**config.mk**
```make
export PLATFORM = sky130hd
export DESIGN_NAME = aes_128_inv_control_4cyc_3val
export DESIGN_NICKNAME = d
export VERILOG_FILES = /design/src/rtl/aes_128_inv_control_4cyc_3val.sv
export SDC_FILE = /design/constraint.sdc
export NUM_CORES = 1
export LEC_CHECK = 0
export CAP_MARGIN = 20
export CORE_MARGIN = 2
export CORE_UTILIZATION = 54
export DETAILED_ROUTE_END_ITERATION = 6
export PLACE_DENSITY = 0.91
export SYNTH_ARGS = -nofsm -noshare
export SYNTH_HDL_FRONTEND = slang
export SYNTH_SLANG_ARGS = --single-unit
```
**constraint.sdc**
```tcl
create_clock -name clk -period 2.1 [get_ports clk]
set_clock_uncertainty 0.2 [all_clocks]
set_input_delay 0.21 -clock clk [delete_from_list [all_inputs] [get_ports clk]]
set_output_delay 0.21 -clock clk [all_outputs]
set_load 0.03 [all_outputs]
```
**src/rtl/aes_128_inv_control_4cyc_3val.sv**
```systemverilog
// Control FSM for the AES-128 inverse cipher: one key expansion into RAM, then 3-block bursts
// replaying round keys NR..0. Optional collision irq enabled by macro AES_INV_COLLISION_IRQ_EN.
module aes_128_inv_control_4cyc_3val #(
    parameter int NR    = 10,
    parameter int SLOTS = 3
) (
    input  logic       clk,
    input  logic       kill_n,
    input  logic       key_load,
    input  logic       in_en,
    output logic       start,
    output logic       key_exp_step,
    output logic       key_wr_en,
    output logic [3:0] key_wr_addr,
    output logic [3:0] key_rd_addr,
    output logic       key_valid,
    output logic       en_invmixcol,
    output logic       busy,
    output logic       out_en,
    output logic       in_en_collision_irq_pulse
);

    typedef enum logic [1:0] {
        NOKEY  = 2'd0,
        KEYEXP = 2'd1,
        READY  = 2'd2,
        RUN    = 2'd3
    } state_t;

    localparam logic [3:0] LAST_KEY = 4'(NR);
    localparam logic [5:0] LAST_CNT = 6'(4 * NR);
    localparam logic [5:0] IMC_OFF  = 6'(4 * NR - 5);
    localparam logic [5:0] OUT0_CNT = 6'(4 * NR - 2);
    localparam logic [1:0] SLOT_MAX = 2'(SLOTS);

    state_t             state_q, state_d;
    logic [3:0]         step_cnt_q, step_cnt_d;
    logic [5:0]         round_count_q, round_count_d;
    logic [1:0]         acc_cnt_q, acc_cnt_d;
    logic               acc_open_q, acc_open_d;
    logic [SLOTS-1:0]   slot_valid_q, slot_valid_d;
    logic [3:0]         key_rd_addr_q, key_rd_addr_d;
    logic               key_valid_q, key_valid_d;
    logic               en_invmixcol_q, en_invmixcol_d;
    logic               out_en_q, out_en_d;

    always_ff @(posedge clk) begin
        if (!kill_n) begin
            state_q        <= NOKEY;
            step_cnt_q     <= '0;
            round_count_q  <= '0;
            acc_cnt_q      <= '0;
            acc_open_q     <= 1'b0;
            slot_valid_q   <= '0;
            key_rd_addr_q  <= LAST_KEY;
            key_valid_q    <= 1'b0;
            en_invmixcol_q <= 1'b0;
            out_en_q       <= 1'b0;
        end else begin
            state_q        <= state_d;
            step_cnt_q     <= step_cnt_d;
            round_count_q  <= round_count_d;
            acc_cnt_q      <= acc_cnt_d;
            acc_open_q     <= acc_open_d;
            slot_valid_q   <= slot_valid_d;
            key_rd_addr_q  <= key_rd_addr_d;
            key_valid_q    <= key_valid_d;
            en_invmixcol_q <= en_invmixcol_d;
            out_en_q       <= out_en_d;
        end
    end

    always_comb begin
        state_d        = state_q;
        step_cnt_d     = step_cnt_q;
        round_count_d  = round_count_q;
        acc_cnt_d      = acc_cnt_q;
        acc_open_d     = acc_open_q;
        slot_valid_d   = slot_valid_q;
        key_rd_addr_d  = key_rd_addr_q;
        key_valid_d    = key_valid_q;
        en_invmixcol_d = en_invmixcol_q;
        out_en_d       = 1'b0;
        start          = 1'b0;
        key_exp_step   = 1'b0;
        key_wr_en      = 1'b0;
        key_wr_addr    = 4'd0;
        busy           = 1'b0;

        case (state_q)
            NOKEY: begin
                if (key_load) begin
                    state_d    = KEYEXP;
                    step_cnt_d = '0;
                end
            end
            KEYEXP: begin
                busy         = 1'b1;
                key_wr_en    = 1'b1;
                key_wr_addr  = step_cnt_q;
                key_exp_step = (step_cnt_q != 4'd0);
                if (step_cnt_q == LAST_KEY) begin
                    state_d     = READY;
                    step_cnt_d  = '0;
                    key_valid_d = 1'b1;
                end else begin
                    step_cnt_d = step_cnt_q + 4'd1;
                end
            end
            READY: begin
                key_rd_addr_d = LAST_KEY;
                // An arriving block wins over a simultaneous re-key request.
                if (in_en) begin
                    start          = 1'b1;
                    state_d        = RUN;
                    round_count_d  = '0;
                    acc_cnt_d      = 2'd1;
                    acc_open_d     = 1'b1;
                    slot_valid_d   = '0;
                    slot_valid_d[0] = 1'b1;
                    en_invmixcol_d = 1'b1;
                end else if (key_load) begin
                    state_d     = KEYEXP;
                    step_cnt_d  = '0;
                    key_valid_d = 1'b0;
                end
            end
            RUN: begin
                busy          = 1'b1;
                round_count_d = round_count_q + 6'd1;
                // A gap in the incoming blocks closes the accept window for this burst.
                if (in_en && acc_open_q && (acc_cnt_q < SLOT_MAX)) begin
                    start                   = 1'b1;
                    slot_valid_d[acc_cnt_q] = 1'b1;
                    acc_cnt_d               = acc_cnt_q + 2'd1;
                end else if (!in_en) begin
                    acc_open_d = 1'b0;
                end
                if (round_count_q[1:0] == 2'd3) begin
                    key_rd_addr_d = (LAST_KEY - 4'd1) - round_count_q[5:2];
                end
                if (round_count_q == IMC_OFF) begin
                    en_invmixcol_d = 1'b0;
                end
                if (round_count_q == OUT0_CNT) begin
                    out_en_d = slot_valid_q[0];
                end else if (round_count_q == OUT0_CNT + 6'd1) begin
                    out_en_d = slot_valid_q[1];
                end else if (round_count_q == OUT0_CNT + 6'd2) begin
                    out_en_d = slot_valid_q[2];
                end
                if (round_count_q == LAST_CNT) begin
                    state_d       = READY;
                    round_count_d = '0;
                    acc_cnt_d     = '0;
                    acc_open_d    = 1'b0;
                    slot_valid_d  = '0;
                    key_rd_addr_d = LAST_KEY;
                end
            end
            default: state_d = NOKEY;
        endcase
    end

    assign key_rd_addr  = key_rd_addr_q;
    assign key_valid    = key_valid_q;
    assign en_invmixcol = en_invmixcol_q;
    assign out_en       = out_en_q;

`ifdef AES_INV_COLLISION_IRQ_EN
    logic coll_q, coll_d;
    logic irq_q, irq_d;

    always_comb begin
        coll_d = coll_q;
        if (in_en && !start) begin
            coll_d = 1'b1;
        end else if (start) begin
            coll_d = 1'b0;
        end
        irq_d = coll_q ? ~irq_q : 1'b0;
    end

    always_ff @(posedge clk) begin
        if (!kill_n) begin
            coll_q <= 1'b0;
            irq_q  <= 1'b0;
        end else begin
            coll_q <= coll_d;
            irq_q  <= irq_d;
        end
    end

    assign in_en_collision_irq_pulse = irq_q;
`else
    assign in_en_collision_irq_pulse = 1'b0;
`endif

endmodule
```
==> results.cfg <==
[drt]
route.final.wire_length_um = 3480
routedWlPerCell_um = 16.26
drt.antenna.violating_nets = 0
drc_violation_count_after_routing = 0
detailroute.via_count = 1328
post_drt_via_cell_ratio = 6.206
drt_iter0_drc = 96
drt_first_pass_iters = 4

[timing]
timing.fmax_mhz = 495.8
rsz0062_at_grt = no
timing_max_transition_violations_final = 0
finalHoldViolCount = 0
setup_total_negative_slack_ns = 0
worst_slew_margin_rel_pct = 63.24
share_of_the_cycle_needed_by_the_critical_path_after_routing_pct = 96.05
slew_at_the_pin_closest_to_its_max_slew_limit_ns = 0.5456
period_minus_slack_ns = 2.017
report.final.setup_viol = 0

[global_routing]
grt_antenna_before_repair = 0
grt_max_degree = 18
groute.usage.overall_pct = 23.09
global_route.overflow_total = 0
grt_pass1_wl_um = 5927
first_global_vias = 1286

[worst_setup_path]
path_class = flip-flop to primary output
regToRegEndpoint = key_rd_addr[3]$_SDFFE_PN1P_
reg2reg_depth = 3
setup.reg_to_reg.worst_slack_ns = 0.26
timing.critical_path.from = step_cnt_q[0]$_SDFFE_PN0P_
crit_path_launch_type = flip-flop
worstPathMaxFanout = 5
cp-end-kind = primary output
cp_data_required_time_ns = 1.69
worst-endpoint-arrival_ns = 1.61
r2r-start = round_count_q[5]$_SDFFE_PN0P_

[logic_synthesis]
synth_cell_types = 45
ys_async_sr_fraction_pct = 0
yosys.area.top_type = sky130_fd_sc_hd__dfxtp_1
synth_sequential_area_ratio_pct = 34.31
synth.top_cell.area_share_pct = 34.31
netlist_top_cells_area = sky130_fd_sc_hd__dfxtp_1, sky130_fd_sc_hd__ha_1, sky130_fd_sc_hd__inv_1
avgSynthCellArea_um2 = 8.684
synth_top_flop_cell = sky130_fd_sc_hd__dfxtp_1
post_synth_inst_count = 168
synth_seq_cells = 25
yosysWarningCount = 0
mappedNetlistArea_mm2 = 0.001459
synth_fp_nets = 184
synth_edf_count = 0

[clock_tree]
cts_htree_levels = 1
cts_hold_buffers = 0
post-cts-setup-buffer-count = 0
cts.sinks = 25
clk-insertion-delay-late_ns = 0.32
cts_buffers = 3
cts-root-buf = sky130_fd_sc_hd__clkbuf_4
ctsLongestPathBuffers = 2
cts_tree = built
clk_transition_reported_paths_ns = 0.14

[worst_hold_path]
min-delay-path-class = flip-flop to flip-flop
holdPathEnd = key_rd_addr[2]$_SDFFE_PN0P_
hold_path_startpoint = key_rd_addr[2]$_SDFFE_PN0P_
timing.hold.worst_path_depth = 2

[final_layout]
final_net_count = 201
layout_cell_share_with_drive_strength_beyond_1_pct = 9.239
synthToLayoutAreaGrowth_pct = 14.75
stdcell_count = 214
n_antenna_cell = 0

[place]
port_buffers = 18
gpl.final_weighted_congestion = 0.9565
place.detailed.hpwl_um = 2505
dp.cells = 210

[outcome]
run_status = completed

[run]
cap_viol_max_count = 0

[floorplan]
die-width_um = 55.98
rows = 18
initial_core_util_pct = 57.84
design.portCount = 20
die_area_mm2 = 0.003133
fp.coreArea_mm2 = 0.002522
chipHeight_um = 55.98

[pwr]
irDropWorstVdd_mv = 0.3170
total_leakage_power_nw = 0.6130
ratio_of_total_power_to_cell_area_mw_per_mm2 = 480.9
logic make-up after synthesis:
kind of cell               synth area share [%]
AOI/OAI and AO/OA                         24.96
and+or+nand+nor                           19.64
buffers and inverters                     7.805
DFF                                       34.31
adders and majority gates                 10.29
muxes                                     2.144
other                                    0.2570
xor gates and xnor gates                 0.6005
stage by stage:
stage | area (um2) | total power, mW | utilization, % | worst slack (ns) | hold WS (ns)
after floorplan | 1459 | 0.5643 | - | 0.4446 | 0.2088
after global placement | 1645 | 0.5885 | 65.23 | 0.2485 | 0.2477
after detailed placement | 1645 | 0.5948 | 65.23 | 0.1894 | 0.2534
after CTS | 1669 | 0.8033 | 66.17 | 0.02693 | 0.2720
after global routing | 1674 | 0.8309 | 66.37 | 0.03516 | 0.2855
final | 1674 | 0.8050 | 66.37 | 0.08291 | 0.2669
area by class of cell:
cell class              instances  area, um2
multi-input cells             117      844.6
flip-flops and latches         25      500.5
inverters                      16      60.06
fillers                       216      848.3
repair buffers                 22      205.2
clock buffers                   4      26.28
well taps                      30      37.54
critical path, stage by stage, from the launching register on:
cell	delay (ns)
sky130_fd_sc_hd__dfxtp_1	0.40
sky130_fd_sc_hd__inv_1	0.12
sky130_fd_sc_hd__ha_1	0.23
sky130_fd_sc_hd__a21oi_1	0.12
sky130_fd_sc_hd__dlygate4sd2_1	0.41
where the power goes:
group          internal [mW]  switching (mW)  leakage [nW]  total (mW)
clock network         0.0744           0.146        0.0150       0.221
registers              0.481         0.00606         0.202       0.487
logic                 0.0330          0.0644         0.396      0.0974
sequential cells by signal (all words and copies together), names as in the netlist:
name	flops
round_count_q	6
key_rd_addr	4
step_cnt_q	4
slot_valid_q	3
acc_cnt_q	2
state_q	2
acc_open_q	1
en_invmixcol	1
key_valid	1
out_en	1
cells in the mapped netlist (all sizes together) (2+ instances only):
| library cell | number |
|---|---|
| a211oi | 3 |
| a21oi | 9 |
| a2bb2oi | 2 |
| a31oi | 3 |
| and2 | 2 |
| buf | 6 |
| clkbuf | 4 |
| dfxtp | 25 |
| ha | 12 |
| inv | 16 |
| mux2i | 2 |
| nand2 | 9 |
| nand2b | 6 |
| nand3 | 7 |
| nand3b | 2 |
| nand4 | 3 |
| nand4b | 3 |
| nor2 | 5 |
| nor3 | 5 |
| o211ai | 5 |
| o21a | 2 |
| o21ai | 11 |
| o221a | 2 |
| o22ai | 3 |
| o311a | 2 |
| or3 | 3 |
what timing repair did:
item | in CTS | in global routing
resized for setup | 2 | 2
endpoints found under the setup margin | 2 | 2
endpoints found under the hold margin | 0 | 0
pin swaps | 0 | 0
routing by layer:
layer | global-route usage (%) | part of all wire (%) | vias up
met5 | 0 | 0 | -
met4 | 9.184 | 1.1 | 0
met3 | 2.791 | 4.5 | 5
met1 | 29.52 | 44 | 632
met2 | 39.33 | 50 | 50
li1 | - | - | 641
layout by cell type (no fill, tap or decap), types with 2 or more instances in the layout:
cell	count
sky130_fd_sc_hd__dfxtp_1	25
sky130_fd_sc_hd__inv_1	16
sky130_fd_sc_hd__ha_1	12
sky130_fd_sc_hd__o21ai_0	11
sky130_fd_sc_hd__clkdlybuf4s50_1	11
sky130_fd_sc_hd__nand2_1	9
sky130_fd_sc_hd__a21oi_1	9
sky130_fd_sc_hd__nand3_1	7
sky130_fd_sc_hd__buf_4	7
sky130_fd_sc_hd__nand2b_1	6
sky130_fd_sc_hd__nor2_1	5
sky130_fd_sc_hd__nor3_1	5
sky130_fd_sc_hd__o211ai_1	4
sky130_fd_sc_hd__nand4b_1	3
sky130_fd_sc_hd__nand4_1	3
sky130_fd_sc_hd__o22ai_1	3
sky130_fd_sc_hd__a31oi_1	3
sky130_fd_sc_hd__or3_1	3
sky130_fd_sc_hd__a211oi_1	3
sky130_fd_sc_hd__clkbuf_4	3
sky130_fd_sc_hd__and2_1	2
sky130_fd_sc_hd__nand3b_1	2
sky130_fd_sc_hd__a2bb2oi_1	2
sky130_fd_sc_hd__o221a_2	2
sky130_fd_sc_hd__o21a_1	2
sky130_fd_sc_hd__o311a_1	2
sky130_fd_sc_hd__mux2i_1	2
sky130_fd_sc_hd__dlymetal6s2s_1	2
sky130_fd_sc_hd__dlygate4sd2_1	2
how the worst max path moves through the flow:
stage                                    end  cells after the start
3_5_place_dp   round_count_q[3]$_SDFFE_PN0P_                      4
2_1_floorplan    key_rd_addr[3]$_SDFFE_PN1P_                      3
4_1_cts                       key_wr_addr[1]                      3
5_1_grt                         key_exp_step                      4
3_3_place_gp   round_count_q[3]$_SDFFE_PN0P_                      4
6_report                        key_exp_step                      4
Power figures use the tool's default switching activity.
